`src/rtl/aes_key_sched_ctrl.sv`:
```
// AES-128 key-schedule controller: runs the expansion engine NR times, stores
// round keys 0..NR in SRAM, then serves single-cycle-latency round-key reads.
module aes_key_sched_ctrl #(
    parameter int unsigned KEY_S  = 128,
    parameter int unsigned NR     = 10,
    parameter int unsigned ADDR_W = 4
) (
    input  logic              clk_i,
    input  logic              reset_ni,
    input  logic              key_valid_i,
    output logic              key_ready_o,
    input  logic [KEY_S-1:0]  key_i,
    output logic              exp_start_o,
    output logic [KEY_S-1:0]  exp_rk_in_o,
    output logic [ADDR_W-1:0] exp_round_o,
    input  logic [KEY_S-1:0]  exp_rk_out_i,
    input  logic              exp_done_i,
    output logic              sram_we_o,
    output logic [ADDR_W-1:0] sram_addr_o,
    output logic [KEY_S-1:0]  sram_wdata_o,
    input  logic [KEY_S-1:0]  sram_rdata_i,
    input  logic              rk_req_i,
    input  logic [ADDR_W-1:0] rk_addr_i,
    output logic              rk_gnt_o,
    output logic              rk_valid_o,
    output logic [KEY_S-1:0]  rk_data_o,
    output logic              keys_ready_o
);

    typedef enum logic [2:0] {
        S_IDLE   = 3'd0,
        S_STORE0 = 3'd1,
        S_EXPAND = 3'd2,
        S_WRITE  = 3'd3,
        S_DONE   = 3'd4
    } state_e;

    localparam logic [ADDR_W-1:0] LAST_RND = ADDR_W'(NR);

    state_e              state_q, state_d;
    logic [ADDR_W-1:0]   round_q, round_d;
    logic [KEY_S-1:0]    prev_q, prev_d;
    logic                first_q, first_d;
    logic                keys_ready_q, keys_ready_d;
    logic                rk_valid_q;
    logic                rd_hit_q;
    logic                rd_in_range;

    assign rd_in_range  = (rk_addr_i <= LAST_RND);
    assign keys_ready_o = keys_ready_q;
    assign rk_valid_o   = rk_valid_q;
    // Out-of-range reads return zero; in-range reads pass the SRAM data through.
    assign rk_data_o    = rd_hit_q ? sram_rdata_i : '0;

    always_ff @(posedge clk_i or negedge reset_ni) begin
        if (!reset_ni) begin
            state_q      <= S_IDLE;
            round_q      <= '0;
            prev_q       <= '0;
            first_q      <= 1'b0;
            keys_ready_q <= 1'b0;
            rk_valid_q   <= 1'b0;
            rd_hit_q     <= 1'b0;
        end else begin
            state_q      <= state_d;
            round_q      <= round_d;
            prev_q       <= prev_d;
            first_q      <= first_d;
            keys_ready_q <= keys_ready_d;
            rk_valid_q   <= rk_gnt_o;
            rd_hit_q     <= rk_gnt_o & rd_in_range;
        end
    end

    always_comb begin
        state_d      = state_q;
        round_d      = round_q;
        prev_d       = prev_q;
        first_d      = 1'b0;
        keys_ready_d = keys_ready_q;
        key_ready_o  = 1'b0;
        exp_start_o  = 1'b0;
        exp_rk_in_o  = '0;
        exp_round_o  = '0;
        sram_we_o    = 1'b0;
        sram_addr_o  = '0;
        sram_wdata_o = '0;
        // Key load wins over a read offered in the same cycle.
        rk_gnt_o     = rk_req_i & keys_ready_q & (state_q == S_IDLE) & ~key_valid_i;

        case (state_q)
            S_IDLE: begin
                key_ready_o = 1'b1;
                if (key_valid_i) begin
                    prev_d       = key_i;
                    keys_ready_d = 1'b0;
                    state_d      = S_STORE0;
                end else if (rk_gnt_o && rd_in_range) begin
                    sram_addr_o = rk_addr_i;
                end
            end
            S_STORE0: begin
                sram_we_o    = 1'b1;
                sram_wdata_o = prev_q;
                round_d      = ADDR_W'(1);
                first_d      = 1'b1;
                state_d      = S_EXPAND;
            end
            S_EXPAND: begin
                exp_start_o = first_q;
                exp_rk_in_o = prev_q;
                exp_round_o = round_q;
                if (exp_done_i) begin
                    prev_d  = exp_rk_out_i;
                    state_d = S_WRITE;
                end
            end
            S_WRITE: begin
                sram_we_o    = 1'b1;
                sram_addr_o  = round_q;
                sram_wdata_o = prev_q;
                if (round_q == LAST_RND) begin
                    state_d = S_DONE;
                end else begin
                    round_d = round_q + ADDR_W'(1);
                    first_d = 1'b1;
                    state_d = S_EXPAND;
                end
            end
            S_DONE: begin
                keys_ready_d = 1'b1;
                state_d      = S_IDLE;
            end
            default: state_d = S_IDLE;
        endcase
    end

endmodule
```
`config.mk`:
```
export PLATFORM = sky130hd
export DESIGN_NAME = aes_key_sched_ctrl
export DESIGN_NICKNAME = d
export VERILOG_FILES = /design/src/rtl/aes_key_sched_ctrl.sv
export SDC_FILE = /design/constraint.sdc
export NUM_CORES = 1
export LEC_CHECK = 0
export BUFFER_PORTS_ARGS = -buffer_cell sky130_fd_sc_hd__buf_2
export CAP_MARGIN = 5
export CELL_PAD_IN_SITES_DETAIL_PLACEMENT = 0
export CELL_PAD_IN_SITES_GLOBAL_PLACEMENT = 1
export CORE_AREA = 2 2 306 308
export DETAILED_ROUTE_END_ITERATION = 7
export DIE_AREA = 0 0 308 310
export PLACE_DENSITY_LB_ADDON = 0.1
export SYNTH_ARGS = -nofsm -noshare
export SYNTH_HDL_FRONTEND = slang
export SYNTH_SLANG_ARGS = --single-unit
```
`constraint.sdc`:
```
create_clock -name clk_i -period 3.2 [get_ports clk_i]
set_input_delay 0.64 -clock clk_i [delete_from_list [all_inputs] [get_ports clk_i]]
set_output_delay 0.64 -clock clk_i [all_outputs]
set_load 0.01 [all_outputs]
```
==> results of run 1 <==
[metrics by stage]
step	hold slack, ns	cells	total power, mW	utilization [%]	instance area [um^2]
finish	0.472	2898	14.7	16.4	15200
global route	0.442	2879	15.8	16.4	15100
CTS	0.407	2871	15.2	16.3	15100
detailed placement	0.472	2838	12.9	15.7	14500
global placement	0.470	2838	13.0	15.7	14500
floorplan	0.344	930	8.80	-	9190
[metal layers]
layer | track usage [%] | up-vias
met5 | 0 | -
met4 | 5.13 | 12
met3 | 3.81 | 86
met2 | 25.5 | 501
met1 | 11.3 | 4982
li1 | - | 4803
[layout make-up]
cell class	count	area share, %
Antenna cell	27	0.445
Tap cell	1197	9.86
Timing Repair Buffer	812	28.3
Clock inverter	14	0.956
Sequential cell	139	22.9
Clock buffer	18	2.89
Multi-Input combinational cell	688	34.6
Inverter	3	0.0906
[worst min path at each step]
stage,end,cells past startpoint,from,slack (ns)
after CTS,prev_q[17],3,exp_rk_out_i[17],0.41
after global placement,prev_q[35],1,reset_ni,0.47
after detailed placement,prev_q[35],1,reset_ni,0.47
after floorplan,first_q,0,reset_ni,0.34
after global routing,prev_q[28],3,exp_rk_out_i[28],0.44
final,prev_q[26],3,exp_rk_out_i[26],0.47
[cells in the mapped netlist, types with 3 or more instances]
cell type	n	area share, %
and2_1	390	27
dfrtp_1	139	38
o22ai_1	128	8.7
a2bb2oi_2	90	15
buf_2	44	2.4
clkbuf_1	42	1.7
a2bb2oi_1	38	3.6
buf_4	13	1.1
a32o_1	4	0.44
nand2_1	4	0.16
nand3_1	4	0.22
o21ai_0	4	0.22
nand2b_1	3	0.20
nor2_1	3	0.12
[worst max-delay path, cell delays in order (launching register included)]
cell	delay, ns
dfrtp_1	0.66
nor3b_4	0.39
buf_12	0.30
and2_1	0.21
buf_2	0.13
[flip-flops by register name (all words and copies together), names as in the netlist]
signal,count
round_q,4
state_q,3
rk_valid_o,1
rd_hit_q,1
prev_q,128
keys_ready_o,1
first_q,1
[cells by family (layout without fill, tap and decap cells)]
family,after synthesis,in the layout
buffers and inverters,103,847
and+or+nand+nor,415,415
adders and majority gates,2,2
other,0,27
AOI/OAI and AO/OA,271,271
DFF,139,139
[repair_timing]
item                                    CTS  global route
buffers inserted                          0             0
endpoints found under the setup margin    0             0
hold buffers                              1             0
hold endpoints to repair                  9             0
[power groups by stage]
stage          Clock [mW]  Combinational [mW]  Sequential [mW]
4_1_cts              2.26                9.34             3.61
6_report             2.10                8.99             3.57
3_5_place_dp            0                9.33             3.62
2_1_floorplan           0                5.65             3.14
5_1_grt              2.30                9.76             3.73
3_3_place_gp            0                9.39             3.62
==> metrics.txt, run 1 <==
vias per cell between 3 and 4; simple-gate area share of the yosys netlist around 28%; post-DP HPWL 49.6 mm; Max Cap Viol 0; DRT met1 WL 20.0 mm; Post-Syn Instances 930; Sw Pwr just under 7 mW; Ys Warns 0; WL met3 ~4.3 mm; XOR/XNOR Fraction of Synth Area 0%; area taken by multi-input logic gates approximately 5300 um^2; internal power about 8 mW; normalized max-slew margin 50.5%; Resize count post-CTS 0; fmax around 0.34 GHz; Hold Vio Cnt, Final 0; Worst Tran Pin Value 0.742 ns; Die Y-Extent about 310 um; DIE AREA 95500 um^2; Max Buffers Root-to-Sink 2; GP Congestion between 0.7 and 0.8; RSZ-0062 raised after global routing false; compound-gate portion of the synthesized area 28.3%; Avg Synthesized Cell Area between 9 and 10 um^2; final setup violation count 0; CTS buffer count 17; Ports 791; critical path launch point state_q[1]; Final Cycle Share between 90% and 100%; Power per Cell Area between 900 and 1000 nW/um^2; htree depth 4; global-route wire length before repair about 84 mm; final WL between 60 and 70 mm; Netlist cell types 34; clock root buffer clkbuf_16; area grow syn2layout 65.3%; die width 308 um; core area 92500 um^2; Net Sw Frac a little under half; CP Class reg2out; initial core utilization around 9.9%; CP endpoint kind output pin; Synth async-reset ratio 100%; Final Net Count approximately 2100; adder-cell share of the synthesized area 0.272%; initial antenna violation count 47; largest family of logic cells by synthesized area compound AO/OA/AOI/OAI gates; Worst R2R Path Depth 4; Crit Path Max Fanout 84; worst r2r dst prev_q[18]; sequential cell area fraction in the yosys report 37.9%; share of cells above drive strength 1 around 56%; worst vdd ir 0.000605 V; reg2reg start state_q[1]; class of the worst hold path in2reg; register bit count reported by yosys 139; Max Slew Vio Count 0; row cnt roughly 110; status completed; top_reg_cell synth dfrtp_1; final worst-path setup slack roughly 0.28 ns; combinational power share between 60% and 70%; WL per Instance roughly 21 um; commonest cells after routing, fill and taps aside 789 x buf_2, 390 x and2_1, 138 x dfrtp_1; setup TNS 0 ns; largest net degree at the start of global routing around 130; Final Skew roughly 0.011 ns; TritonCTS Sinks between 100 and 150; Post-Place Worst Slack around 0.75 ns; Reg area around 3500 um^2; EDFF count, synth 0; vias in the first global route 11000; Arrival @ worst endpoint between 2 and 2.5 ns; gr usage total around an eighth; clock latency on the worst-skew pair approximately 0.47 ns; DR top layer met5; Syn Std Cell Area between 9000 and 10000 um^2; vias slightly above 10000; final antenna-violating net count 0; DRT Pass-1 Iters 4; # DRC 0; # fillers approximately 11000; Synth Net Count approximately 1300; Crit path required time approximately 2.6 ns; IO buf count about 800; post-synthesis mux area share 0%; Worst Setup EP exp_rk_in_o[13]; WL met2 between 30 and 40 mm; Critical Path Start Type register; Clk pwr share about 14%; DR iter-0 viols 366; Tmin final between 2 and 3 ns; CTS tree built; Leak Pwr approximately 7.5 nW; most common cell after layout, fill and taps aside buf_2; Clock transition at path regs ~0.080 ns; Seq pwr share roughly 24%; internal reg-to-reg setup slack 0.87 ns; grt ovf 0
No activity file was read; power rests on OpenSTA's default activity.
==> inputs of run 2 (changes only) <==
--- a/config.mk
+++ b/config.mk
@@ -5,13 +5,14 @@
 export SDC_FILE = /design/constraint.sdc
 export NUM_CORES = 1
 export LEC_CHECK = 0
+export ABC_AREA = 1
 export BUFFER_PORTS_ARGS = -buffer_cell sky130_fd_sc_hd__buf_2
 export CAP_MARGIN = 5
 export CELL_PAD_IN_SITES_DETAIL_PLACEMENT = 0
 export CELL_PAD_IN_SITES_GLOBAL_PLACEMENT = 1
-export CORE_AREA = 2 2 306 308
+export CORE_AREA = 2 2 310 312
 export DETAILED_ROUTE_END_ITERATION = 7
-export DIE_AREA = 0 0 308 310
+export DIE_AREA = 0 0 312 314
 export PLACE_DENSITY_LB_ADDON = 0.1
 export SYNTH_ARGS = -nofsm -noshare
 export SYNTH_HDL_FRONTEND = slang
==> metrics.txt, run 2 <==
status completed; commonest cells after routing, fill and taps aside 789 x buf_2, 535 x nand2_1, 269 x inv_1; share of cells above drive strength 1 36.5% (-20 points); DIE AREA 98000 um^2 (+2.6%); CP endpoint kind output pin; Clock transition at path regs 0.07 ns (about the same); Final Cycle Share 89.6% (-1.6 points); Final Skew 0.0302 ns (+0.0191 ns); Crit Path Max Fanout 96 (+14%); post-route cell area 15400 um^2 (+1.7%); CTS buffer count 17 (unchanged); Final Net Count 2721 (+32%); initial antenna violation count 42 (-11%); Arrival @ worst endpoint 2.23 ns (-0.05 ns); Post-Place Worst Slack 0.738 ns (-0.00786 ns); Synth async-reset ratio 100% (unchanged); fmax 0.349 GHz (+1.8%); final worst-path setup slack 0.334 ns (+0.0513 ns); Post-CTS Hold Fix Bufs 0 (-1); Worst Tran Pin Value 0.795 ns (+0.0525 ns); register bit count reported by yosys 139 (unchanged); post-DP HPWL 54.0 mm (+9.0%); grt ovf 0 (unchanged); count leader, synth nand2_1; worst r2r dst prev_q[21]; normalized max-slew margin 47.0% (-3.5 points); most common cell after layout, fill and taps aside buf_2; Leak Pwr 9.83 nW (+31%); RSZ-0062 raised after global routing false; Netlist cell types 19 (-44%); CTS tree built; final setup violation count 0 (unchanged); Synth top area share 36.7% (-1.2 points); WL per Instance 18.4 um (-14%); setup TNS 0 ns (unchanged); final antenna-violating net count 0 (unchanged); DRT Pass-1 Iters 7 (+3); max reg flops 128 (unchanged); Die Y-Extent 314 um (+1.3%); final WL 66.4 mm (+6.8%); area grow syn2layout 62.7%; post-CTS setup buffers 0 (unchanged); row cnt 113 (+0.89%); Power per Cell Area 844 nW/um^2 (-13%); Post-synth top cells 537 x nand2_1, 269 x inv_1, 263 x nor2_1, 140 x nand3_1, 139 x dfrtp_1; Synth area leader dfrtp_1; Tmin final 2.87 ns (-0.0513 ns); Max Slew Vio Count 0 (unchanged); Critical Path Start Type register; GP Congestion 0.878 (+19%); Post-DP Area 14900 um^2 (+2.4%); Resize count post-CTS 0 (unchanged); die width 312 um (+1.3%); vias 12700 (+22%); clock root buffer clkbuf_16; # DRC 0 (unchanged); Max Buffers Root-to-Sink 2 (unchanged); clock latency on the worst-skew pair 0.48 ns (about the same); class of the worst hold path in2async; Regs by FF count prev_q x128, round_q x4, state_q x3; EDFF count, synth 0 (unchanged); reg2reg start state_q[1]; largest net degree at the start of global routing 97 (-27%); Ys Warns 0 (unchanged); largest register by flop count prev_q; core area 94400 um^2 (+2.1%); dominant cells by area after synthesis dfrtp_1 37%, nand2_1 21%, inv_1 11%; gr usage total 13.0% (+0.49 points); Reg area 3490 um^2 (+0.18%); Avg Synthesized Cell Area 5.92 um^2 (-40%); global-route wire length before repair 92.4 mm (+10%); htree depth 4 (unchanged); Synth Net Count 1997 (+51%); # fillers 11200 (+6.2%); Ports 791 (unchanged); vias in the first global route 12900 (+17%); Crit path required time 2.56 ns (about the same); sequential cell area fraction in the yosys report 36.7% (-1.2 points); vias per cell 3.50 (-2.2%); TritonCTS Sinks 139 (unchanged); initial core utilization 10.0% (+0.12 points); Syn Std Cell Area 9490 um^2 (+3.3%); Post-Syn Instances 1602 (+72%); fin util 16.3% (-0.073 points); Max Cap Viol 0 (unchanged); area taken by multi-input logic gates 4470 um^2 (-15%); CP Class reg2out; DR iter-0 viols 467 (+28%); Worst R2R Path Depth 7 (+3); top_reg_cell synth dfrtp_1; internal reg-to-reg setup slack 0.86 ns (about the same); IO buf count 790 (unchanged); worst vdd ir 0.000381 V (-37%); Overall Power 13.0 mW (-11%); Hold Vio Cnt, Final 0 (unchanged)
-- run 2: changes by cell type in the layout (fill, tap and decap cells not counted), moves of 19 or more --
cell	previous run	this run
nand2_1	3	535
diode_2	27	8
a2bb2oi_1	38	0
a2bb2oi_2	90	0
and2_1	390	1
nand3_1	4	140
nor2_1	2	263
inv_1	2	269
o21ai_0	4	130
o22ai_1	128	0
-- run 2: metal layers --
metal | GRT usage (%) | part of all wire [%] | up-vias
li1 | - | - | 6181
met1 | 12.6 | 34 | 5877
met3 | 3.43 | 5.8 | 97
met5 | 0 | 0.21 | -
met2 | 26.8 | 58 | 470
met4 | 3.33 | 1.7 | 26
-- run 2: stage by stage --
stage / hold WS (ns) / instances
after floorplan: 0.344 / 1602
after global placement: 0.547 / 3572
after detailed placement: 0.552 / 3572
after CTS: 0.0519 / 3603
after global routing: 0.0590 / 3608
final: 0.0612 / 3611
-- run 2: worst max-delay path, stage by stage (launching register included) --
cell and delay, ns:
dfrtp_1 0.44, nor2_4 0.28, nand2_8 0.24, buf_12 0.26
nor2_1 0.22, buf_2 0.16
-- run 2: where the power goes --
| group | internal (mW) | total [mW] | switching [mW] |
|---|---|---|---|
| clock network | 1.07 | 1.99 | 0.918 |
| logic | 2.54 | 8.24 | 5.70 |
| registers | 2.57 | 2.80 | 0.229 |
| total | 6.18 | 13.0 | 6.85 |
-- run 2: logic make-up (layout without fill, tap and decap cells) --
group	after synthesis	after routing	synth area share, %
buffers and inverters	382	1118	16.5
AO/OA/AOI/OAI	132	132	7.01
adder cells (fa/ha/maj)	2	2	0.264
flip-flops	139	139	36.7
XOR/XNOR	1	1	0.0923
other	0	8	0
AND/OR/NAND/NOR	946	946	39.5
-- run 2: worst max-delay path by stage --
stage | from | to | slack (ns)
floorplan | state_q[0] | sram_addr_o[0] | 1.17
global placement | state_q[1] | prev_q[21] | 0.81
detailed placement | state_q[1] | prev_q[21] | 0.74
CTS | state_q[0] | exp_rk_in_o[29] | 0.31
global route | state_q[0] | exp_rk_in_o[28] | 0.21
finish | state_q[0] | exp_rk_in_o[29] | 0.33
-- run 2: area by class of cell --
class | count | area share (%)
Sequential cell | 139 | 22.6
Tap cell | 1265 | 10.3
Multi-Input combinational cell | 1081 | 29.0
Timing Repair Buffer | 818 | 28.0
Clock inverter | 13 | 0.770
Clock buffer | 18 | 2.78
Inverter | 269 | 6.54
Antenna cell | 8 | 0.130
